[src/rtl/pwr_seq_ctrl.sv]
// pwr_seq_ctrl: power sequencer for one switchable domain.
//
// Drives clock enable, isolation, retention save/restore, domain reset and the
// power switch in a fixed order. Handles the cold power-up after reset and every
// sleep/wake cycle requested through sleep_req.
//
// Configuration macro: PSEQ_RETENTION_EN
//   defined   - SAVE/RESTORE steps present, save/restore pulse for one cycle
//   undefined - SAVE/RESTORE steps removed, save/restore tied to 0
//
// Parameters:
//   STEP_CYCLES - cycles spent in each timed sequencing step (>= 1)
//   PG_TIMEOUT  - max cycles to wait for pwr_good in WAIT_PG (>= 1)
//
// Ports:
//   clk          in  controller clock
//   rst          in  asynchronous active-low reset
//   sleep_req    in  level request: 1 = sleep, 0 = run
//   pwr_good     in  power-switch acknowledge (already synchronised)
//   pwr_en       out power switch enable
//   iso_en       out isolation clamp enable
//   save         out retention save pulse
//   restore      out retention restore pulse
//   dom_rst_n    out domain reset, active-low
//   clk_en       out domain clock-gate enable
//   active       out domain usable
//   sleep_ack    out domain fully powered down
//   err_timeout  out sticky power-good timeout flag
module pwr_seq_ctrl #(
   parameter int unsigned STEP_CYCLES = 2,
   parameter int unsigned PG_TIMEOUT  = 255
) (
   input  logic clk,
   input  logic rst,
   input  logic sleep_req,
   input  logic pwr_good,
   output logic pwr_en,
   output logic iso_en,
   output logic save,
   output logic restore,
   output logic dom_rst_n,
   output logic clk_en,
   output logic active,
   output logic sleep_ack,
   output logic err_timeout
);

   localparam int unsigned CntMax = (STEP_CYCLES > PG_TIMEOUT) ? STEP_CYCLES : PG_TIMEOUT;
   localparam int unsigned CntW   = $clog2(CntMax + 1);

   localparam logic [CntW-1:0] StepLast = CntW'(STEP_CYCLES - 1);
   localparam logic [CntW-1:0] PgLast   = CntW'(PG_TIMEOUT - 1);
   localparam logic [CntW-1:0] CntSat   = CntW'(CntMax);

   typedef enum logic [3:0] {
      StPwrOn,
      StWaitPg,
      StRstOff,
      StRestore,
      StIsoOff,
      StClkOn,
      StRun,
      StClkOff,
      StIsoOn,
      StSave,
      StRstOn,
      StPwrOff,
      StSleep
   } state_e;

   state_e          state_q, state_d;
   logic [CntW-1:0] cnt_q, cnt_d;
   logic            step_done;

   logic pwr_en_q, pwr_en_d;
   logic iso_en_q, iso_en_d;
   logic dom_rst_n_q, dom_rst_n_d;
   logic clk_en_q, clk_en_d;
   logic active_q, active_d;
   logic sleep_ack_q, sleep_ack_d;
   logic err_q, err_d;

`ifdef PSEQ_RETENTION_EN
   logic save_q, save_d;
   logic restore_q, restore_d;
   // Set until the first RUN: nothing has been saved yet, so RESTORE is skipped.
   logic cold_q, cold_d;
`endif

   assign step_done = (cnt_q == StepLast);

   always_comb begin
      state_d     = state_q;
      pwr_en_d    = pwr_en_q;
      iso_en_d    = iso_en_q;
      dom_rst_n_d = dom_rst_n_q;
      clk_en_d    = clk_en_q;
      active_d    = active_q;
      sleep_ack_d = sleep_ack_q;
      err_d       = err_q;
`ifdef PSEQ_RETENTION_EN
      save_d      = 1'b0;
      restore_d   = 1'b0;
      cold_d      = cold_q;
`endif

      unique case (state_q)
         StPwrOn:  state_d = StWaitPg;
         StWaitPg: begin
            if (pwr_good) begin
               state_d = StRstOff;
            end else if (cnt_q == PgLast) begin
               state_d = StSleep;
               err_d   = 1'b1;
            end
         end
         StRstOff: begin
            if (step_done) begin
`ifdef PSEQ_RETENTION_EN
               state_d = cold_q ? StIsoOff : StRestore;
`else
               state_d = StIsoOff;
`endif
            end
         end
`ifdef PSEQ_RETENTION_EN
         StRestore: if (step_done) state_d = StIsoOff;
`endif
         StIsoOff: if (step_done) state_d = StClkOn;
         StClkOn:  if (step_done) state_d = StRun;
         StRun:    if (sleep_req) state_d = StClkOff;
         StClkOff: if (step_done) state_d = StIsoOn;
         StIsoOn: begin
            if (step_done) begin
`ifdef PSEQ_RETENTION_EN
               state_d = StSave;
`else
               state_d = StRstOn;
`endif
            end
         end
`ifdef PSEQ_RETENTION_EN
         StSave:   if (step_done) state_d = StRstOn;
`endif
         StRstOn:  if (step_done) state_d = StPwrOff;
         StPwrOff: if (step_done) state_d = StSleep;
         // A timeout latches the FSM here until reset.
         StSleep:  if (!err_q && !sleep_req) state_d = StPwrOn;
         default:  state_d = StPwrOn;
      endcase

      // Outputs change only on the edge that enters a state.
      if (state_d != state_q) begin
         case (state_d)
            StPwrOn: begin
               pwr_en_d    = 1'b1;
               sleep_ack_d = 1'b0;
            end
            // Covers the cold boot, where reset leaves the FSM in PWR_ON with pwr_en low.
            StWaitPg:  pwr_en_d    = 1'b1;
            StRstOff:  dom_rst_n_d = 1'b1;
`ifdef PSEQ_RETENTION_EN
            StRestore: restore_d   = 1'b1;
            StSave:    save_d      = 1'b1;
`endif
            StIsoOff:  iso_en_d    = 1'b0;
            StClkOn:   clk_en_d    = 1'b1;
            StRun: begin
               active_d = 1'b1;
`ifdef PSEQ_RETENTION_EN
               cold_d   = 1'b0;
`endif
            end
            StClkOff: begin
               clk_en_d = 1'b0;
               active_d = 1'b0;
            end
            StIsoOn:   iso_en_d    = 1'b1;
            StRstOn:   dom_rst_n_d = 1'b0;
            StPwrOff:  pwr_en_d    = 1'b0;
            // pwr_en is already low on the normal path; this also drops it on timeout.
            StSleep: begin
               pwr_en_d    = 1'b0;
               sleep_ack_d = 1'b1;
            end
            default: ;
         endcase
         cnt_d = '0;
      end else begin
         cnt_d = (cnt_q == CntSat) ? cnt_q : cnt_q + CntW'(1);
      end
   end

   always_ff @(posedge clk or negedge rst) begin
      if (!rst) begin
         state_q     <= StPwrOn;
         cnt_q       <= '0;
         pwr_en_q    <= 1'b0;
         iso_en_q    <= 1'b1;
         dom_rst_n_q <= 1'b0;
         clk_en_q    <= 1'b0;
         active_q    <= 1'b0;
         sleep_ack_q <= 1'b0;
         err_q       <= 1'b0;
`ifdef PSEQ_RETENTION_EN
         save_q      <= 1'b0;
         restore_q   <= 1'b0;
         cold_q      <= 1'b1;
`endif
      end else begin
         state_q     <= state_d;
         cnt_q       <= cnt_d;
         pwr_en_q    <= pwr_en_d;
         iso_en_q    <= iso_en_d;
         dom_rst_n_q <= dom_rst_n_d;
         clk_en_q    <= clk_en_d;
         active_q    <= active_d;
         sleep_ack_q <= sleep_ack_d;
         err_q       <= err_d;
`ifdef PSEQ_RETENTION_EN
         save_q      <= save_d;
         restore_q   <= restore_d;
         cold_q      <= cold_d;
`endif
      end
   end

   assign pwr_en      = pwr_en_q;
   assign iso_en      = iso_en_q;
   assign dom_rst_n   = dom_rst_n_q;
   assign clk_en      = clk_en_q;
   assign active      = active_q;
   assign sleep_ack   = sleep_ack_q;
   assign err_timeout = err_q;
`ifdef PSEQ_RETENTION_EN
   assign save        = save_q;
   assign restore     = restore_q;
`else
   assign save        = 1'b0;
   assign restore     = 1'b0;
`endif

endmodule

[config.mk]
export PLATFORM = sky130hd
export DESIGN_NAME = pwr_seq_ctrl
export DESIGN_NICKNAME = d
export VERILOG_FILES = /design/src/rtl/pwr_seq_ctrl.sv
export SDC_FILE = /design/constraint.sdc
export NUM_CORES = 1
export LEC_CHECK = 0
export ABC_AREA = 0
export BUFFER_PORTS_ARGS = -buffer_cell sky130_fd_sc_hd__clkbuf_2
export CAP_MARGIN = 10
export CORE_AREA = 4 4 51 53
export CTS_BUF_LIST = sky130_fd_sc_hd__clkbuf_8
export DETAILED_ROUTE_END_ITERATION = 6
export DIE_AREA = 0 0 55 57
export GPL_TIMING_DRIVEN = 0
export PLACE_DENSITY = 0.82
export SKIP_CTS_REPAIR_TIMING = 1
export SLEW_MARGIN = 30
export SYNTH_ARGS = -nofsm -noshare
export SYNTH_HDL_FRONTEND = slang
export SYNTH_SLANG_ARGS = --single-unit
[constraint.sdc]
create_clock -name clk -period 5 [get_ports clk]
set_input_delay 0.5 -clock clk [delete_from_list [all_inputs] [get_ports clk]]
set_output_delay 0.5 -clock clk [all_outputs]
set_load 0.05 [all_outputs]
==> metrics.cfg <==
[run_status]
outcome = finished, final reports clean

[final_layout]
multi_input_area_um2 = 743
fillers = 187
most-common-layout-cells = 19 x nor2_1, 18 x dfrtp_1, 13 x nand2_1
synthToLayoutAreaGrowth_pct = 10.3
fin_util_pct = 67.3
regArea_um2 = 477
final_common_cell = nor2_1
reg.largest.list = cnt_q x8, state_q x4
largest_register_ff_count = 8
top_register = cnt_q
layout-drive-gt1-share_pct = 20.6
layout.nets = 168
diodes = 0

[routing]
viasPerCell = 6.22
ant_nets = 0
drc = 0
via_count = 1170
routedWlPerCell_um = 15.4
drtPass1Iterations = 4
routed_wl_um = 2890
drt-initial-drc-count = 37

[worst_setup_path]
crit_family = simple AND/OR/NAND/NOR gates
critical_path_buf_inv_count = 2
crit_required_ns = 5.15
cp-end-kind = register
max_stage_delay_ns = 0.44
path_max_fanout = 10
arrival_ns = 2.48
slowest_stage = dfrtp_1
start_kind = register
worstSetupPathType = reg2reg
path_cells = inv_1, ha_1, nor3b_1, and2_4, buf_8, o32ai_1, or3_4, nand4bb_1, a22o_1

[sta]
slew_violations = 0
final.period_utilization_pct = 46.5
worst_pin_slew_ns = 0.566
min_period_ns = 2.33
slew_headroom_pct = 62.1
finalSetupViolCount = 0
fin_skew_ns = 0.00707
finalHoldViolations = 0
rsz0062_at_grt = no
fin_setup_tns_ns = 0
fmax_mhz = 430

[flow_run]
drv_cap = 0

[logic_synthesis]
synthFlopType = dfrtp_1
syn_area_per_cell_um2 = 9.04
syn_area_um2 = 1310
synth_edf_count = 0
yosysTopAreaCellShare_pct = 34.4
seq_area_frac_synth_pct = 36.4
async_flop_share_pct = 100
synth.area.top_cells = dfrtp_1 34%, nor2_1 5.4%, nand2_1 3.7%
synth_cells = 145
yosys_warnings = 0
synth.distinct_cells = 53
yosysTopAreaCell = dfrtp_1
synth-seq-cells = 19

[floorplan]
start_util_pct = 61.0
design.die.area_um2 = 3140
die_h_um = 57
io_pins = 13
die_w_um = 55
fp.coreArea_um2 = 2150
rows = 17

[grt]
grt_pass1_vias = 1130
antenna_found_initial = 0
grt.total_usage_pct = 21.1
grt_overflow = 0
grt_max_degree = 20
grt_pass1_wl_um = 4950

[clocking]
clk_path_buf_depth = 2
ctsHtreeMaxLevel = 1
cts_root_buf = clkbuf_8
tritoncts = done
clk_latency_ns = 0.26
path_clk_slew_ns = 0.07
cts_buffers = 3
clock_sinks = 19

[power_and_ir_drop]
power_frac_seq_pct = 25.0
power.density_nw_per_um2 = 685
leakage_nw = 0.641
power.switching_uw = 497
p_int_uw = 493
swShare_pct = 50.2
combPwrFrac_pct = 64.1
worst_ir_drop_vdd_uv = 387
clkPwrFrac_pct = 10.8

[placed_design]
gp_congestion = 0.975
post-dp-hpwl_um = 2110
place.port_buffers = 10

[min_path]
holdCritPathClass = in2async

final timing paths:
kind	cells after the start	slack [ns]	start	endpoint
worst max-delay path	9	2.67	cnt_q[1]	dom_rst_n
worst min-delay path	1	0.18	rst	cnt_q[1]
worst max register to register	9	2.67	cnt_q[1]	dom_rst_n
worst min register to register	1	0.50	err_timeout	err_timeout
max in group asynchronous	1	4.47	rst	iso_en
min in group clk	1	0.50	err_timeout	err_timeout
power groups by stage:
stage / combinational (mW) / clock [mW] / sequential (mW)
after CTS: 0.630 / 0.110 / 0.248
after floorplan: 0.430 / 0 / 0.313
final: 0.635 / 0.107 / 0.248
after detailed placement: 0.627 / 0 / 0.251
after global placement: 0.616 / 0 / 0.247
after global routing: 0.685 / 0.117 / 0.256
cell usage after synthesis, drive strengths merged, types with 2 or more instances:
master	count
a2111oi	2
a211oi	2
a21oi	7
a22o	2
a31oi	3
a41oi	3
and3	2
buf	7
clkbuf	3
dfrtp	18
ha	3
inv	5
mux2i	2
nand2	14
nand2b	3
nand3	10
nand4	2
nor2	19
nor3b	2
nor4	3
o211ai	2
o21ai	4
or3	2
xnor2	4
xor2	2
cell type report:
class	count	share of cell area, %
multi-input combinational	112	51.4
clock inverter	1	0.346
tap	28	2.42
timing repair buffer	10	3.46
buffer	10	5.28
sequential	19	33.0
inverter	5	1.30
clock buffer	3	2.85
layer usage:
metal,vias to the layer above,share of wire (%),track usage (%)
met1,568,41,27.2
li1,554,-,-
met5,-,0,0
met3,7,5.1,3.66
met2,41,52,33.6
met4,0,1.7,9.38
cells by family (layout without fill, tap and decap cells):
| kind of cell | Yosys count | after routing | share of synthesized area, % |
|---|---|---|---|
| mux | 2 | 2 | 1.53 |
| other cells | 1 | 2 | 0.286 |
| buf+inv | 15 | 29 | 7.25 |
| xor+xnor | 6 | 6 | 4.01 |
| fa+ha+maj | 3 | 3 | 2.86 |
| simple gates | 65 | 65 | 28.5 |
| flops | 19 | 19 | 36.4 |
| compound gates | 34 | 34 | 19.2 |
stage by stage:
| stage | setup WS [ns] | instance area (µm²) | hold WS, ns | instances | power, mW |
|---|---|---|---|---|---|
| after floorplan | 2.92 | 1320 | 0.204 | 146 | 0.743 |
| after CTS | 2.70 | 1450 | 0.194 | 188 | 0.988 |
| after global routing | 2.47 | 1450 | 0.223 | 188 | 1.06 |
| final | 2.67 | 1450 | 0.181 | 188 | 0.990 |
| after detailed placement | 2.74 | 1400 | 0.474 | 184 | 0.877 |
| after global placement | 2.79 | 1400 | 0.465 | 184 | 0.863 |
No activity file was read; power rests on OpenSTA's default activity.
